**config.mk**
```make
export PLATFORM = sky130hd
export DESIGN_NAME = debounce_edge_detect
export DESIGN_NICKNAME = d
export VERILOG_FILES = /design/src/rtl/debounce_pkg.sv /design/src/rtl/sat_counter.sv /design/src/rtl/debounce_edge_detect.sv
export SDC_FILE = /design/constraint.sdc
export NUM_CORES = 1
export LEC_CHECK = 0
export ABC_AREA = 1
export BUFFER_PORTS_ARGS = -buffer_cell sky130_fd_sc_hd__buf_2
export CAP_MARGIN = 5
export CORE_AREA = 3 3 40 42
export CTS_CLUSTER_DIAMETER = 120
export DETAILED_ROUTE_END_ITERATION = 10
export DIE_AREA = 0 0 43 45
export PLACE_DENSITY_LB_ADDON = 0.05
export SYNTH_ARGS = -nofsm -noshare
export SYNTH_HDL_FRONTEND = slang
export SYNTH_SLANG_ARGS = --single-unit
```
**constraint.sdc**
```tcl
create_clock -name clk -period 1.9 [get_ports clk]
set_input_delay 0.38 -clock clk [delete_from_list [all_inputs] [get_ports clk]]
set_output_delay 0.38 -clock clk [all_outputs]
set_load 0.1 [all_outputs]
```
**src/rtl/debounce_pkg.sv**
```systemverilog
// Shared types and defaults for the debounce / edge-detect block.
package debounce_pkg;

    // Debounce FSM: two stable states and two qualifying states
    typedef enum logic [1:0] {
        ST_LO  = 2'd0,
        CHK_HI = 2'd1,
        ST_HI  = 2'd2,
        CHK_LO = 2'd3
    } dbc_state_e;

    localparam int DEF_DEBOUNCE_CYCLES = 16;
    localparam int DEF_EVT_CNT_W       = 8;

endpackage

```
**src/rtl/sat_counter.sv**
```systemverilog
// Saturating up-counter with synchronous clear; clear beats increment.
module sat_counter #(
    parameter int W = 8
) (
    input  logic         clk,
    input  logic         rst,
    input  logic         inc,
    input  logic         clr,
    output logic [W-1:0] cnt
);

    // Count up on inc, stick at all-ones, clear/reset to zero
    always_ff @(posedge clk) begin
        if (rst || clr)
            cnt <= '0;
        else if (inc && (cnt != {W{1'b1}}))
            cnt <= cnt + 1'b1;
    end

endmodule

```
**src/rtl/debounce_edge_detect.sv**
```systemverilog
// Debounces a synchronised level into a clean level plus one-cycle
// rise/fall pulses. Optional accepted-rise event counter is enabled by
// defining DEBOUNCE_EVT_CNT_EN (adds evt_clr_i / evt_cnt_o ports).
import debounce_pkg::*;

module debounce_edge_detect #(
    parameter int DEBOUNCE_CYCLES = DEF_DEBOUNCE_CYCLES,
    parameter int EVT_CNT_W       = DEF_EVT_CNT_W
) (
    input  logic                 clk,
    input  logic                 rst,
    input  logic                 sync_sig_i,
    output logic                 level_o,
    output logic                 rise_o,
    output logic                 fall_o
`ifdef DEBOUNCE_EVT_CNT_EN
    ,
    input  logic                 evt_clr_i,
    output logic [EVT_CNT_W-1:0] evt_cnt_o
`endif
);

    localparam int              QW   = $clog2(DEBOUNCE_CYCLES);
    localparam logic [QW-1:0]   QMAX = QW'(DEBOUNCE_CYCLES - 1);
    localparam logic [QW-1:0]   QONE = QW'(1);

    dbc_state_e    state;
    logic [QW-1:0] qcnt;

    // Debounce FSM: qcnt counts consecutive samples at the candidate level;
    // the first sample (seen in the stable state) counts as 1, so acceptance
    // happens on the N-th consecutive sample.
    always_ff @(posedge clk) begin
        if (rst) begin
            state   <= ST_LO;
            qcnt    <= '0;
            level_o <= 1'b0;
            rise_o  <= 1'b0;
            fall_o  <= 1'b0;
        end else begin
            rise_o <= 1'b0;
            fall_o <= 1'b0;
            case (state)
                ST_LO: begin
                    if (sync_sig_i) begin
                        state <= CHK_HI;
                        qcnt  <= QONE;
                    end
                end
                CHK_HI: begin
                    if (!sync_sig_i) begin
                        state <= ST_LO;
                    end else if (qcnt == QMAX) begin
                        state   <= ST_HI;
                        level_o <= 1'b1;
                        rise_o  <= 1'b1;
                    end else begin
                        qcnt <= qcnt + 1'b1;
                    end
                end
                ST_HI: begin
                    if (!sync_sig_i) begin
                        state <= CHK_LO;
                        qcnt  <= QONE;
                    end
                end
                CHK_LO: begin
                    if (sync_sig_i) begin
                        state <= ST_HI;
                    end else if (qcnt == QMAX) begin
                        state   <= ST_LO;
                        level_o <= 1'b0;
                        fall_o  <= 1'b1;
                    end else begin
                        qcnt <= qcnt + 1'b1;
                    end
                end
                default: state <= ST_LO;
            endcase
        end
    end

`ifdef DEBOUNCE_EVT_CNT_EN
    logic accept_rise;

    // Same condition that sets rise_o, so the count lands with the pulse
    always_comb begin
        accept_rise = (state == CHK_HI) && sync_sig_i && (qcnt == QMAX);
    end

    sat_counter #(
        .W   (EVT_CNT_W)
    ) u_evt_cnt (
        .clk (clk),
        .rst (rst),
        .inc (accept_rise),
        .clr (evt_clr_i),
        .cnt (evt_cnt_o)
    );
`endif

endmodule

```
==> flow_summary_export.csv, run 1 <==
group,metric,value,unit
run_status,outcome,"completed",
critical_path,cp_max_fo,2,
final_layout,num_antenna_cells,0,
logic_synthesis,synth_area,444,µm²
clock_network,cts_root_buf,"clkbuf_4",
final_layout,multi_input_area,238,µm²
logic_synthesis,ys_ff_latch,9,
final_layout,drive_gt1_share,30.4,%
clock_network,cts_setup_buffers,0,
grt,grt_usage,10.9,%
final_layout,fillers,141,
placed_design,io_buffers,5,
timing,final_max_slew_viol_count,0,
grt,antenna_found_initial,0,
timing,hold_viol,0,
final_layout,layout_common_cells,"17 x nand2_1, 9 x dfxtp_1, 6 x inv_1, 5 x nor2_1, 5 x buf_2",
critical_path,crit_slowest_cell,"buf_2",
logic_synthesis,synth_area_leaders,"dfxtp_1 41%, nand2_1 14%, nand2_2 5.6%",
final_layout,layout_commonest_cell,"nand2_1",
critical_path,critical_path.top_delay_family,"buffers and inverters",
critical_path,cp_slowest_stage_delay,420,ps
clock_network,ctsHoldBuffers,0,
timing,fmax,719,MHz
job,maxCapViolations,0,
critical_path,cp_num_buf_inv,1,
final_layout,area_growth,15.8,%
power_and_ir_drop,power_leakage,0.220,nW
grt,grt_pass1_wl,1.54,mm
critical_path,required,1520,ps
timing,holdWs,308,ps
timing,finalClockSkew,1.55,ps
grt,grt_max_degree,7,
detailed_routing,routed_wl,825,µm
floorplanning,dieArea,1940,µm²
detailed_routing,ant_nets,0,
detailed_routing,first_iter_violations,4,
floorplanning,rows,13,
timing,relSlewSlack,67.8,%
critical_path,crit_chain,"buf_2",
detailed_routing,drc_errors,0,
clock_network,post_cts_resized,0,
clock_network,clkTransAtPathRegs,70,ps
timing,period_needed,1390,ps
clock_network,htreeDepth,1,
logic_synthesis,syn_inst,60,
floorplanning,coreArea,1280,µm²
critical_path,crit_type,"reg -> out",
final_layout,nets,74,
power_and_ir_drop,powerDensity,728,nW/µm²
logic_synthesis,synth.distinct_cells,16,
timing,tightestPinTransition,486,ps
floorplanning,die_w,43,µm
grt,grt_overflow,0,
timing,setup_viol,0,
clock_network,cts_buffers,3,
timing,post-route-period-util,73.2,%
floorplanning,ios,6,
critical_path,setup.worst_path.end_class,"primary output",
critical_path,cp-start-kind,"flip-flop",
floorplanning,start_util,34.6,%
logic_synthesis,synth_top_area_share,40.6,%
timing,rsz0062_at_grt,"false",
logic_synthesis,synth_fp_nets,64,
placed_design,gp_congestion,0.693,
power_and_ir_drop,irDropWorstVdd,0.420,mV
clock_network,cts_sinks,9,
clock_network,cts_buffer_depth,2,
timing,finalSetupTns,0,ps
clock_network,insertion_delay,260,ps
clock_network,tritoncts,"built",
detailed_routing,vias_per_cell,4.51,
logic_synthesis,yosysTopAreaCell,"dfxtp_1",
critical_path,critPathArrivalTime,1010,ps
placed_design,dp_hpwl,624,µm
detailed_routing,num_vias,379,
detailed_routing,dr.pass1.iters,2,
logic_synthesis,synth_seq_area_share,40.6,%
detailed_routing,wl_per_cell,9.82,µm
hold_path,holdCritPathClass,"in -> reg",
grt,grt_pass1_vias,363,
final_layout,seq_area,180,µm²
logic_synthesis,ys_warn_count,0,
logic_synthesis,synth.avg_cell_area,7.40,µm²
floorplanning,die_y,45,µm
synth_stat cells:
library cell  instances
a21oi_1               1
a21oi_2               2
dfxtp_1               9
ha_1                  1
inv_1                 6
inv_2                 1
nand2_1              17
nand2_2               4
nand3_1               4
nand3_2               1
nand3b_1              1
nand4_2               1
nor2_1                5
nor2_2                3
nor2_4                1
o21ai_1               3
layout make-up:
class,count,share of cell area [%]
Timing Repair Buffer,5,4.87
Multi-Input combinational cell,44,46.2
Inverter,7,5.11
Tap cell,15,3.65
Clock buffer,4,5.11
Sequential cell,9,35.0
power breakdown:
group | internal (mW) | leakage, nW | total [mW] | switching (mW)
Sequential | 0.192 | 0.0731 | 0.196 | 0.00438
Clock | 0.0810 | 0.0150 | 0.153 | 0.0715
Combinational | 0.00929 | 0.132 | 0.0257 | 0.0164
layer usage:
layer	global-route usage (%)	vias up	routed length, µm
li1	-	209	-
met5	0	-	0
met2	14.7	5	334
met1	15.3	163	452
met3	3.59	2	30
met4	5.42	0	8
metrics by stage:
stage | utilization (%) | worst slack, ps | cell area [µm²] | power, mW | std cells
4_1_cts | 40.0 | 505 | 514 | 0.377 | 84
3_3_place_gp | 38.0 | 703 | 488 | 0.227 | 80
2_1_floorplan | - | 595 | 444 | 0.218 | 60
6_report | 40.0 | 510 | 514 | 0.375 | 84
3_5_place_dp | 38.0 | 698 | 488 | 0.226 | 80
5_1_grt | 40.0 | 481 | 514 | 0.396 | 84
kinds of logic (layout without fill, tap and decap cells):
group	Yosys count	count (layout)	synth area share [%]
compound gates	6	6	8.45
fa+ha+maj	1	1	2.82
buf+inv	7	16	5.91
flops	9	9	40.6
simple gates	37	37	42.3
final timing paths:
path	startpoint	slack, ps	end	cells after the start
hold / removal	rst	310	qcnt[1]	2
hold reg to reg	level_o	480	level_o	2
setup / recovery	level_o	510	level_o	1
setup reg to reg	qcnt[0]	700	qcnt[0]	6
worst register-to-register path: stages (launching register included):
cell,delay (ps)
dfxtp_1,380
ha_1,250
nand3_2,110
nor2_4,150
nor2_2,60
nor2_1,90
nor2_1,50
Power figures use the tool's default switching activity.
==> run 2, diff against run 1 <==
--- a/config.mk
+++ b/config.mk
@@ -5,7 +5,7 @@
 export SDC_FILE = /design/constraint.sdc
 export NUM_CORES = 1
 export LEC_CHECK = 0
-export ABC_AREA = 1
+export ABC_AREA = 0
 export BUFFER_PORTS_ARGS = -buffer_cell sky130_fd_sc_hd__buf_2
 export CAP_MARGIN = 5
 export CORE_AREA = 3 3 40 42
==> constraint.sdc (replaced) <==
create_clock -name clk -period 1.2 [get_ports clk]
set_input_delay 0.24 -clock clk [delete_from_list [all_inputs] [get_ports clk]]
set_output_delay 0.24 -clock clk [all_outputs]
set_load 0.1 [all_outputs]
==> flow_summary_export.csv, run 2 <==
group,metric,value,unit
logic_synthesis,synth_edf_count,0,
floorplanning,die_y,45,µm
critical_path,required,1390,ps
timing,tightestPinTransition,237,ps
critical_path,cp_max_fo,6,
final_layout,nets,66,
logic_synthesis,synthArstFlopShare,0,%
grt,grt_pass1_vias,395,
timing,setup_ws,19.4,ps
detailed_routing,vias_per_cell,5.33,
detailed_routing,ant_nets,0,
final_layout,num_antenna_cells,0,
clock_network,cts_root_buf,"clkbuf_4",
floorplanning,ios,6,
power_and_ir_drop,seq_power_share,51.2,%
clock_network,tritoncts,"built",
grt,antenna_found_initial,0,
timing,finalSetupTns,0,ps
hold_path,holdCritPathClass,"in -> reg",
placed_design,dp_hpwl,764,µm
timing,rsz0062_at_grt,"true",
logic_synthesis,ys_warn_count,0,
logic_synthesis,syn_inst,45,
logic_synthesis,ys_ff_latch,9,
final_layout,drive_gt1_share,44.3,%
floorplanning,rows,13,
detailed_routing,num_vias,405,
floorplanning,start_util,31.7,%
logic_synthesis,synth.avg_cell_area,9.06,µm²
timing,post-route-period-util,98.4,%
timing,finalClockSkew,7.16,ps
clock_network,cts_buffer_depth,2,
placed_design,gp_congestion,0.686,
job,maxCapViolations,0,
critical_path,crit_slowest_cell,"or4b_1",
critical_path,critical_path.top_delay_family,"simple AND/OR/NAND/NOR gates",
timing,fmax,847,MHz
critical_path,cp_slowest_stage_delay,460,ps
grt,grt_overflow,0,
clock_network,clkTransAtPathRegs,70,ps
clock_network,cts_sinks,9,
power_and_ir_drop,p_int,458,µW
floorplanning,die_w,43,µm
detailed_routing,first_iter_violations,4,
critical_path,critPathArrivalTime,1380,ps
timing,period_needed,1180,ps
final_layout,area_growth,58.0,%
floorplanning,coreArea,1280,µm²
timing,setup_viol,0,
logic_synthesis,yosysTopAreaCell,"dfxtp_1",
clock_network,htreeDepth,1,
power_and_ir_drop,p_switching,143,µW
logic_synthesis,synth_area_leaders,"dfxtp_1 44%, nand3_1 4.9%, a21oi_1 3.7%",
critical_path,r2r_slack,20,ps
logic_synthesis,yosysMostFrequentCell,"dfxtp_1",
power_and_ir_drop,p_clk_share,39.3,%
power_and_ir_drop,combPwrFrac,9.5,%
detailed_routing,dr.pass1.iters,4,
grt,grt_usage,12.2,%
power_and_ir_drop,power_switching_share,23.9,%
logic_synthesis,ys_top_cells_by_count,"9 x dfxtp_1, 4 x nand2_1, 4 x nand3_1, 3 x a21oi_1",
detailed_routing,routed_wl,1.01,mm
critical_path,setup.worst_path.end_class,"flip-flop",
logic_synthesis,synth.distinct_cells,25,
timing,hold_viol,0,
floorplanning,dieArea,1940,µm²
placed_design,dp_slack,-106,ps
detailed_routing,wl_per_cell,13.3,µm
timing,relSlewSlack,84.2,%
power_and_ir_drop,power_leakage,0.226,nW
logic_synthesis,synth_top_area_share,44.2,%
power_and_ir_drop,irDropWorstVdd,0.415,mV
grt,grt_pass1_wl,1.72,mm
detailed_routing,drc_errors,0,
critical_path,crit_chain,"xnor2_4 > or4b_1 > a31oi_1",
grt,grt_max_degree,11,
final_layout,layout_commonest_cell,"buf_4",
timing,final_max_slew_viol_count,0,
power_and_ir_drop,powerDensity,933,nW/µm²
logic_synthesis,synth_seq_area_share,44.2,%
critical_path,crit_type,"reg -> reg",
critical_path,cp_num_buf_inv,0,
clock_network,insertion_delay,260,ps
clock_network,cts_buffers,3,
logic_synthesis,synth_area,408,µm²
final_layout,layout_common_cells,"9 x buf_4, 5 x dfxtp_1, 4 x nand2_1",
logic_synthesis,synth_fp_nets,49,
run_status,outcome,"completed",
placed_design,io_buffers,5,
critical_path,cp-start-kind,"flip-flop",
logic_synthesis,synth_flop_cell,"dfxtp_1",
## run 2: path summary, 6_finish.rpt
check,start,to,depth (start not counted)
setup reg to reg,flip-flop,qcnt[3],3
hold reg to reg,level_o,level_o,2
hold / removal,rst,qcnt[0],2
setup / recovery,flip-flop,qcnt[3],3
## run 2: final cells by class
type,instances,area [µm²]
flip-flops and latches,9,193
well taps,15,18.8
repair buffers,14,138
fillers,117,641
clock buffers,4,26.3
multi-input cells,34,269
## run 2: per-stage QoR
stage	total power, mW	std cells	area, µm²	utilization (%)	hold WS (ps)
floorplan	0.348	45	435	-	457
global placement	0.368	71	569	44.3	510
detailed placement	0.371	71	569	44.3	524
CTS	0.613	75	627	48.8	290
global route	0.632	76	644	50.1	320
finish	0.601	76	644	50.1	288
## run 2: per-layer routing
metal | vias up | GRT usage [%] | routed length (µm)
li1 | 204 | - | -
met1 | 195 | 14.7 | 472
met2 | 4 | 18.9 | 499
met3 | 2 | 5.58 | 33
met4 | 0 | 5.42 | 6
met5 | - | 0 | 0
## run 2: timing repair
action,CTS,global route
endpoints found under the setup margin,5,3
gates resized for setup,7,3
buffers inserted,0,1
cloned,0,0
pin swaps,3,4
hold buffers,0,0
## run 2: power groups by stage
stage          combinational [mW]  clock (mW)  sequential, mW
3_3_place_gp               0.0517           0           0.316
6_report                   0.0573       0.236           0.308
5_1_grt                    0.0637       0.259           0.309
3_5_place_dp               0.0548           0           0.316
2_1_floorplan              0.0320           0           0.316
4_1_cts                    0.0578       0.246           0.310
## run 2: cells by family (layout without fill, tap and decap cells)
kind of cell | after synthesis | after routing | share of synthesized area (%)
flip-flops | 9 | 9 | 44.2
buffers and inverters | 2 | 18 | 2.15
XOR/XNOR | 2 | 2 | 4.30
AND/OR/NAND/NOR | 19 | 19 | 28.8
adder cells (fa/ha/maj) | 1 | 1 | 3.07
AO/OA/AOI/OAI | 12 | 12 | 17.5
## run 2: worst reg2reg max path, delay by kind of cell, from the launching register on
kind             cells  cell delay (ps)
AO/OA/AOI/OAI        1              160
XOR/XNOR             1              130
AND/OR/NAND/NOR      1              460
flip-flops           1              380
